`src/rtl/fifo_word_packer_pkg.sv`:
```
// Shared widths for the async FIFO and its read-side word packer.
// Lane, word, keep and lane-count sizes all derive from two constants.
package fifo_pkg;
    localparam int data_width = 8;
    localparam int pack_ratio = 4;
    localparam int word_width = data_width * pack_ratio;
    localparam int keep_width = pack_ratio;
    localparam int cnt_width  = $clog2(pack_ratio + 1);
endpackage

```
`src/rtl/fifo_word_packer_if.sv`:
```
// Packed-word output stream: data, byte-keep mask and valid/ready.
// The packer drives it as master; the DMA/bus side is the slave.
interface fifo_word_packer_if #(
    parameter int data_width = fifo_pkg::data_width,
    parameter int pack_ratio = fifo_pkg::pack_ratio
) ();
    logic [data_width*pack_ratio-1:0] out_data;
    logic [pack_ratio-1:0]            out_keep;
    logic                             out_valid;
    logic                             out_ready;

    modport master (
        output out_data,
        output out_keep,
        output out_valid,
        input  out_ready
    );

    modport slave (
        input  out_data,
        input  out_keep,
        input  out_valid,
        output out_ready
    );
endinterface

```
`src/rtl/fifo_word_packer_idle_timer.sv`:
```
// Idle counter for the word packer: pulses timeout on the idle cycle
// that reaches flush_timeout; a timeout of 0 never fires.
module idle_timer #(
    parameter int flush_timeout = 16
) (
    input  logic clk,
    input  logic rst_n,
    input  logic idle,
    output logic timeout
);
    localparam int tw = (flush_timeout > 0) ? $clog2(flush_timeout + 1) : 1;
    localparam logic [tw-1:0] sat  = tw'(flush_timeout);
    localparam logic [tw-1:0] last =
        (flush_timeout > 0) ? tw'(flush_timeout - 1) : '0;

    logic [tw-1:0] count;

    // Saturates so a timeout held off by a busy slot never wraps around.
    always_ff @(posedge clk or negedge rst_n) begin
        if (!rst_n) begin
            count <= '0;
        end else if (!idle) begin
            count <= '0;
        end else if (count != sat) begin
            count <= count + tw'(1);
        end
    end

    assign timeout = (flush_timeout != 0) && idle && (count == last);
endmodule

```
`src/rtl/fifo_word_packer.sv`:
```
// Drains 8-bit FIFO entries and packs them little-endian into words;
// partial words close on flush or idle timeout with a byte-keep mask.
module fifo_word_packer #(
    parameter int data_width    = fifo_pkg::data_width,
    parameter int pack_ratio    = fifo_pkg::pack_ratio,
    parameter int flush_timeout = 16
) (
    input  logic                  rd_clk,
    input  logic                  rst_n,
    input  logic                  fifo_empty,
    input  logic                  fifo_valid,
    input  logic [data_width-1:0] fifo_rdata,
    output logic                  fifo_rd_en,
    input  logic                  flush,
    fifo_word_packer_if.master    word,
    output logic                  protocol_err
);
    localparam int word_width = data_width * pack_ratio;
    localparam int cnt_width  = $clog2(pack_ratio + 1);
    localparam logic [cnt_width-1:0] cnt_full = cnt_width'(pack_ratio);

    logic [word_width-1:0] asm_q;
    logic [word_width-1:0] asm_d;
    logic [cnt_width-1:0]  cnt_q;
    logic [cnt_width-1:0]  cnt_d;
    logic [pack_ratio-1:0] keep_d;
    logic                  inflight;
    logic                  pend_flush;
    logic                  pend_d;
    logic                  take;
    logic                  req;
    logic                  slot_free;
    logic                  close_full;
    logic                  close_part;
    logic                  load;
    logic                  idle;
    logic                  timeout;

    idle_timer #(
        .flush_timeout(flush_timeout)
    ) u_idle (
        .clk    (rd_clk),
        .rst_n  (rst_n),
        .idle   (idle),
        .timeout(timeout)
    );

    assign slot_free = !word.out_valid || word.out_ready;
    assign take      = fifo_valid && inflight && (cnt_q != cnt_full);
    assign req       = flush || pend_flush || timeout;
    assign idle      = (cnt_q != '0) && !fifo_valid && !inflight;

    // Counting the in-flight byte keeps a full word from over-requesting.
    assign fifo_rd_en = rst_n && !fifo_empty && !pend_flush &&
        ((int'(cnt_q) + int'(inflight)) < pack_ratio);

    always_comb begin
        asm_d = asm_q;
        cnt_d = cnt_q;
        for (int i = 0; i < pack_ratio; i++) begin
            if (take && (int'(cnt_q) == i)) begin
                asm_d[i*data_width +: data_width] = fifo_rdata;
            end
        end
        if (take) begin
            cnt_d = cnt_q + cnt_width'(1);
        end
        keep_d = '0;
        for (int i = 0; i < pack_ratio; i++) begin
            keep_d[i] = (i < int'(cnt_d));
        end
    end

    assign close_full = (cnt_d == cnt_full);
    assign close_part = req && !inflight && (cnt_q != '0);
    assign load       = (close_full || close_part) && slot_free;

    // A flush racing a full word lands on the empty next word: drop it.
    always_comb begin
        pend_d = 1'b0;
        if (load || close_full) begin
            pend_d = 1'b0;
        end else if (req && inflight) begin
            pend_d = 1'b1;
        end else if (req && (cnt_q != '0)) begin
            pend_d = 1'b1;
        end
    end

    always_ff @(posedge rd_clk or negedge rst_n) begin
        if (!rst_n) begin
            asm_q          <= '0;
            cnt_q          <= '0;
            inflight       <= 1'b0;
            pend_flush     <= 1'b0;
            protocol_err   <= 1'b0;
            word.out_data  <= '0;
            word.out_keep  <= '0;
            word.out_valid <= 1'b0;
        end else begin
            inflight   <= fifo_rd_en;
            pend_flush <= pend_d;
            if (fifo_valid && !inflight) begin
                protocol_err <= 1'b1;
            end
            if (load) begin
                word.out_data  <= asm_d;
                word.out_keep  <= keep_d;
                word.out_valid <= 1'b1;
                asm_q          <= '0;
                cnt_q          <= '0;
            end else begin
                asm_q <= asm_d;
                cnt_q <= cnt_d;
                if (word.out_ready) begin
                    word.out_valid <= 1'b0;
                end
            end
        end
    end
endmodule

```
`src/flat_wrapper.sv`:
```
// flat-port wrapper written by rule: the top's interface ports become plain ports
module fifo_word_packer_flat 
#(
    parameter int data_width    = fifo_pkg::data_width,
    parameter int pack_ratio    = fifo_pkg::pack_ratio,
    parameter int flush_timeout = 16
)
  (rd_clk, rst_n, fifo_empty, fifo_valid, fifo_rdata, fifo_rd_en, flush, protocol_err, word_out_data, word_out_keep, word_out_valid, word_out_ready);
  fifo_word_packer_if #(.data_width(data_width), .pack_ratio(pack_ratio)) word_i ();
  input  logic rd_clk;
  input  logic rst_n;
  input  logic fifo_empty;
  input  logic fifo_valid;
  input  logic [data_width-1:0] fifo_rdata;
  output logic fifo_rd_en;
  input  logic flush;
  output logic protocol_err;
  output wire logic [$bits(word_i.out_data)-1:0] word_out_data;
  output wire logic [$bits(word_i.out_keep)-1:0] word_out_keep;
  output wire logic [$bits(word_i.out_valid)-1:0] word_out_valid;
  input wire logic [$bits(word_i.out_ready)-1:0] word_out_ready;
  assign word_out_data = word_i.out_data;
  assign word_out_keep = word_i.out_keep;
  assign word_out_valid = word_i.out_valid;
  assign word_i.out_ready = word_out_ready;
  fifo_word_packer #(.data_width(data_width), .pack_ratio(pack_ratio), .flush_timeout(flush_timeout)) u_core (.rd_clk(rd_clk), .rst_n(rst_n), .fifo_empty(fifo_empty), .fifo_valid(fifo_valid), .fifo_rdata(fifo_rdata), .fifo_rd_en(fifo_rd_en), .flush(flush), .word(word_i), .protocol_err(protocol_err));
endmodule
```
`config.mk`:
```
export PLATFORM = sky130hd
export DESIGN_NAME = fifo_word_packer_flat
export DESIGN_NICKNAME = d
export VERILOG_FILES = /design/src/rtl/fifo_word_packer_pkg.sv /design/src/rtl/fifo_word_packer_if.sv /design/src/rtl/fifo_word_packer_idle_timer.sv /design/src/rtl/fifo_word_packer.sv /design/src/flat_wrapper.sv
export SDC_FILE = /design/constraint.sdc
export NUM_CORES = 1
export LEC_CHECK = 0
export CAP_MARGIN = 20
export CORE_ASPECT_RATIO = 1.1
export CORE_MARGIN = 1
export CORE_UTILIZATION = 58
export DETAILED_ROUTE_END_ITERATION = 10
export PLACE_DENSITY = 0.85
export RECOVER_POWER = 100
export SYNTH_ARGS = -nofsm -noshare
export SYNTH_HDL_FRONTEND = slang
export SYNTH_SLANG_ARGS = --single-unit
```
`constraint.sdc`:
```
create_clock -name rd_clk -period 3.2 [get_ports rd_clk]
set_input_delay 0.8 -clock rd_clk [delete_from_list [all_inputs] [get_ports rd_clk]]
set_output_delay 0.8 -clock rd_clk [all_outputs]
set_load 0.01 [all_outputs]
```
==> flow_summary.toml <==
[logic_synthesis]
synth_edf_count = 0
ys_warn_count = 0
ys_types = 36
synth_flop_cell = "dfrtp_1"
syn-mean-instance-area_um2 = 12.2
syn-cell-area_um2 = 3490
async_reset_ff_share_pct = 100
syn_nets = 309
yosys_register_bits = 80
synthCells = 287
yosysSeqAreaShare_pct = 57.4

[clock_network]
hold_buffers = 0
cts_buffer_depth = 2
h-tree-depth = 3
cts.repair.resized = 0
cts_root_buf = "clkbuf_8"
path_clk_slew_ns = 0.07
clock_sinks = 80
cts_setup_buffers = 0
cts_tree = "yes"
insertion_delay_ns = 0.35
numCtsBuffers = 9

[finish]
diodes = 0
syn_to_final_growth_pct = 21.5
drive_above_1_share_pct = 6.82
fill_cells = 403
nets = 369
final_cells = 429
layout_common_cells = "dfrtp_1 (80), mux2i_1 (67), inv_1 (42)"
design_area_um2 = 4240
final_common_cell = "dfrtp_1"

[grt]
track_usage_pct = 23.4
grt-ovfl-total = 0
grt_pass1_vias = 2234
grt_max_degree = 54
grt_pass1_wl_mm = 11.2
antenna_found_initial = 0

[worst_setup_path]
crit_arrival_ns = 2.18
cp-start-kind = "primary input"
crit_path_max_fanout = 2
required_ns = 2.40
cp-end-kind = "output port"
crit_type = "in -> out"

[drt]
first_iter_violations = 133
wire_per_inst_um = 14.9
dr.pass1.iters = 4
drtAntennaViolNets = 0
viasPerCell = 5.19
vias = 2228
wl_mm = 6.40
drc_errors = 0

[sta]
rsz0062_at_grt = "false"
timing.hold.ws_ns = 0.456
finalSetupViolations = 0
max_slew_margin_pct = 4.37
finalCritPeriodShare_pct = 93.2
hold_viol_final = 0
fmax_ghz = 0.335
finClkSkew_ns = 0.0103
drv_slew = 0
finalSetupTns_ns = 0
tightest_slew_ns = 1.43
period_minus_slack_ns = 2.98

[power_and_ir_drop]
vdd_drop_max_mv = 0.448
cellPowerDensity_nw_per_um2 = 774
power.leakage_nw = 2.25

[floorplanning]
initial_core_util_pct = 60.5
core_area_um2 = 5770
io_pins = 53
fp.dieH_um = 83.3
row_count = 29
die-area_um2 = 6330
die_w_um = 75.9

[place]
gp_congestion = 0.897
dp_hpwl_mm = 4.41
placed_area_um2 = 4050
numPortBuffers = 52
placedCellCount = 413

[min_path]
hp-class = "reg -> reg"

[flow_run]
drv_cap = 0

[status]
status = "complete, no violations"
==> power by group <==
group | internal, mW | leakage [nW] | total [mW] | switching [mW]
logic | 0.545 | 1.06 | 1.14 | 0.600
clock network | 0.381 | 0.0993 | 0.736 | 0.355
registers | 1.27 | 1.09 | 1.40 | 0.133
total | 2.19 | 2.25 | 3.28 | 1.09
==> cell families after synthesis <==
group | count (synthesis) | share of synthesized area [%]
simple gates | 65 | 8.97
mux | 69 | 19.9
flops | 80 | 57.4
fa+ha+maj | 8 | 2.87
buf+inv | 50 | 7.64
compound gates | 11 | 2.26
xor+xnor | 4 | 1.00
==> sequential cells by signal, summed over array words and instances (netlist names) <==
signal	cells
u_core.asm_q	32
u_core.word.out_data	32
u_core.word.out_valid	1
u_core.u_idle.count	5
u_core.pend_flush	1
u_core.inflight	1
u_core.word.out_keep	4
u_core.cnt_q	3
u_core.protocol_err	1
==> cell type report <==
type	instances	area (µm²)	area share, %
timing repair buffer	57	557	13.1
inverter	42	158	3.72
clock buffer	11	141	3.34
sequential	80	2000	47.2
multi-input combinational	157	1230	29.0
clock inverter	5	56.3	1.33
tap	77	96.3	2.27
==> final timing paths <==
| check | start | end | slack, ns | cells after the start |
|---|---|---|---|---|
| min in group asynchronous | rst_n | u_core.word.out_data[21]$_DFFE_PN0P_ | 1.00 | 2 |
| hold / removal | u_core.protocol_err$_DFFE_PN0P_ | u_core.protocol_err$_DFFE_PN0P_ | 0.46 | 1 |
| max in group asynchronous | rst_n | u_core.pend_flush$_DFF_PN0_ | 0.68 | 3 |
| setup reg to reg | u_core.cnt_q[0]$_DFF_PN0_ | u_core.word.out_data[31]$_DFFE_PN0P_ | 0.65 | 8 |
| setup / recovery | fifo_empty | fifo_rd_en | 0.22 | 4 |
| hold reg to reg | u_core.protocol_err$_DFFE_PN0P_ | u_core.protocol_err$_DFFE_PN0P_ | 0.46 | 1 |
==> critical path: stages <==
cell             delay [ns]
clkdlybuf4s50_1        0.40
nor4b_1                0.26
o21a_1                 0.18
clkdlybuf4s50_1        0.53
==> metal layers <==
layer,share of wire (%),GRT usage (%),vias up
met3,4.2,6.70,8
li1,-,-,1059
met5,0,0,-
met4,1.5,9.97,0
met1,45,30.6,1110
met2,49,36.7,51
==> stage by stage <==
stage / total power, mW / utilization (%) / worst slack [ns]
after floorplan: 2.23 / - / 1.12
after global placement: 2.59 / 70.2 / 0.267
after detailed placement: 2.64 / 70.2 / 0.225
after CTS: 3.38 / 73.7 / 0.220
after global routing: 3.50 / 73.5 / 0.122
final: 3.28 / 73.5 / 0.218
==> cell usage after synthesis (2+ instances only) <==
cell type | number | area [µm²]
nor2_1 | 40 | 150
dfrtp_1 | 80 | 2000
mux2i_1 | 67 | 671
ha_1 | 8 | 100
nor4b_1 | 2 | 17.5
a21oi_1 | 2 | 10.0
inv_1 | 42 | 158
nor3_1 | 2 | 10.0
buf_12 | 3 | 60.1
buf_4 | 3 | 22.5
xnor2_1 | 3 | 26.3
nand3_1 | 4 | 20.0
mux2_2 | 2 | 22.5
nand2_1 | 6 | 22.5
nand3b_1 | 2 | 15.0
Power figures use the tool's default switching activity.
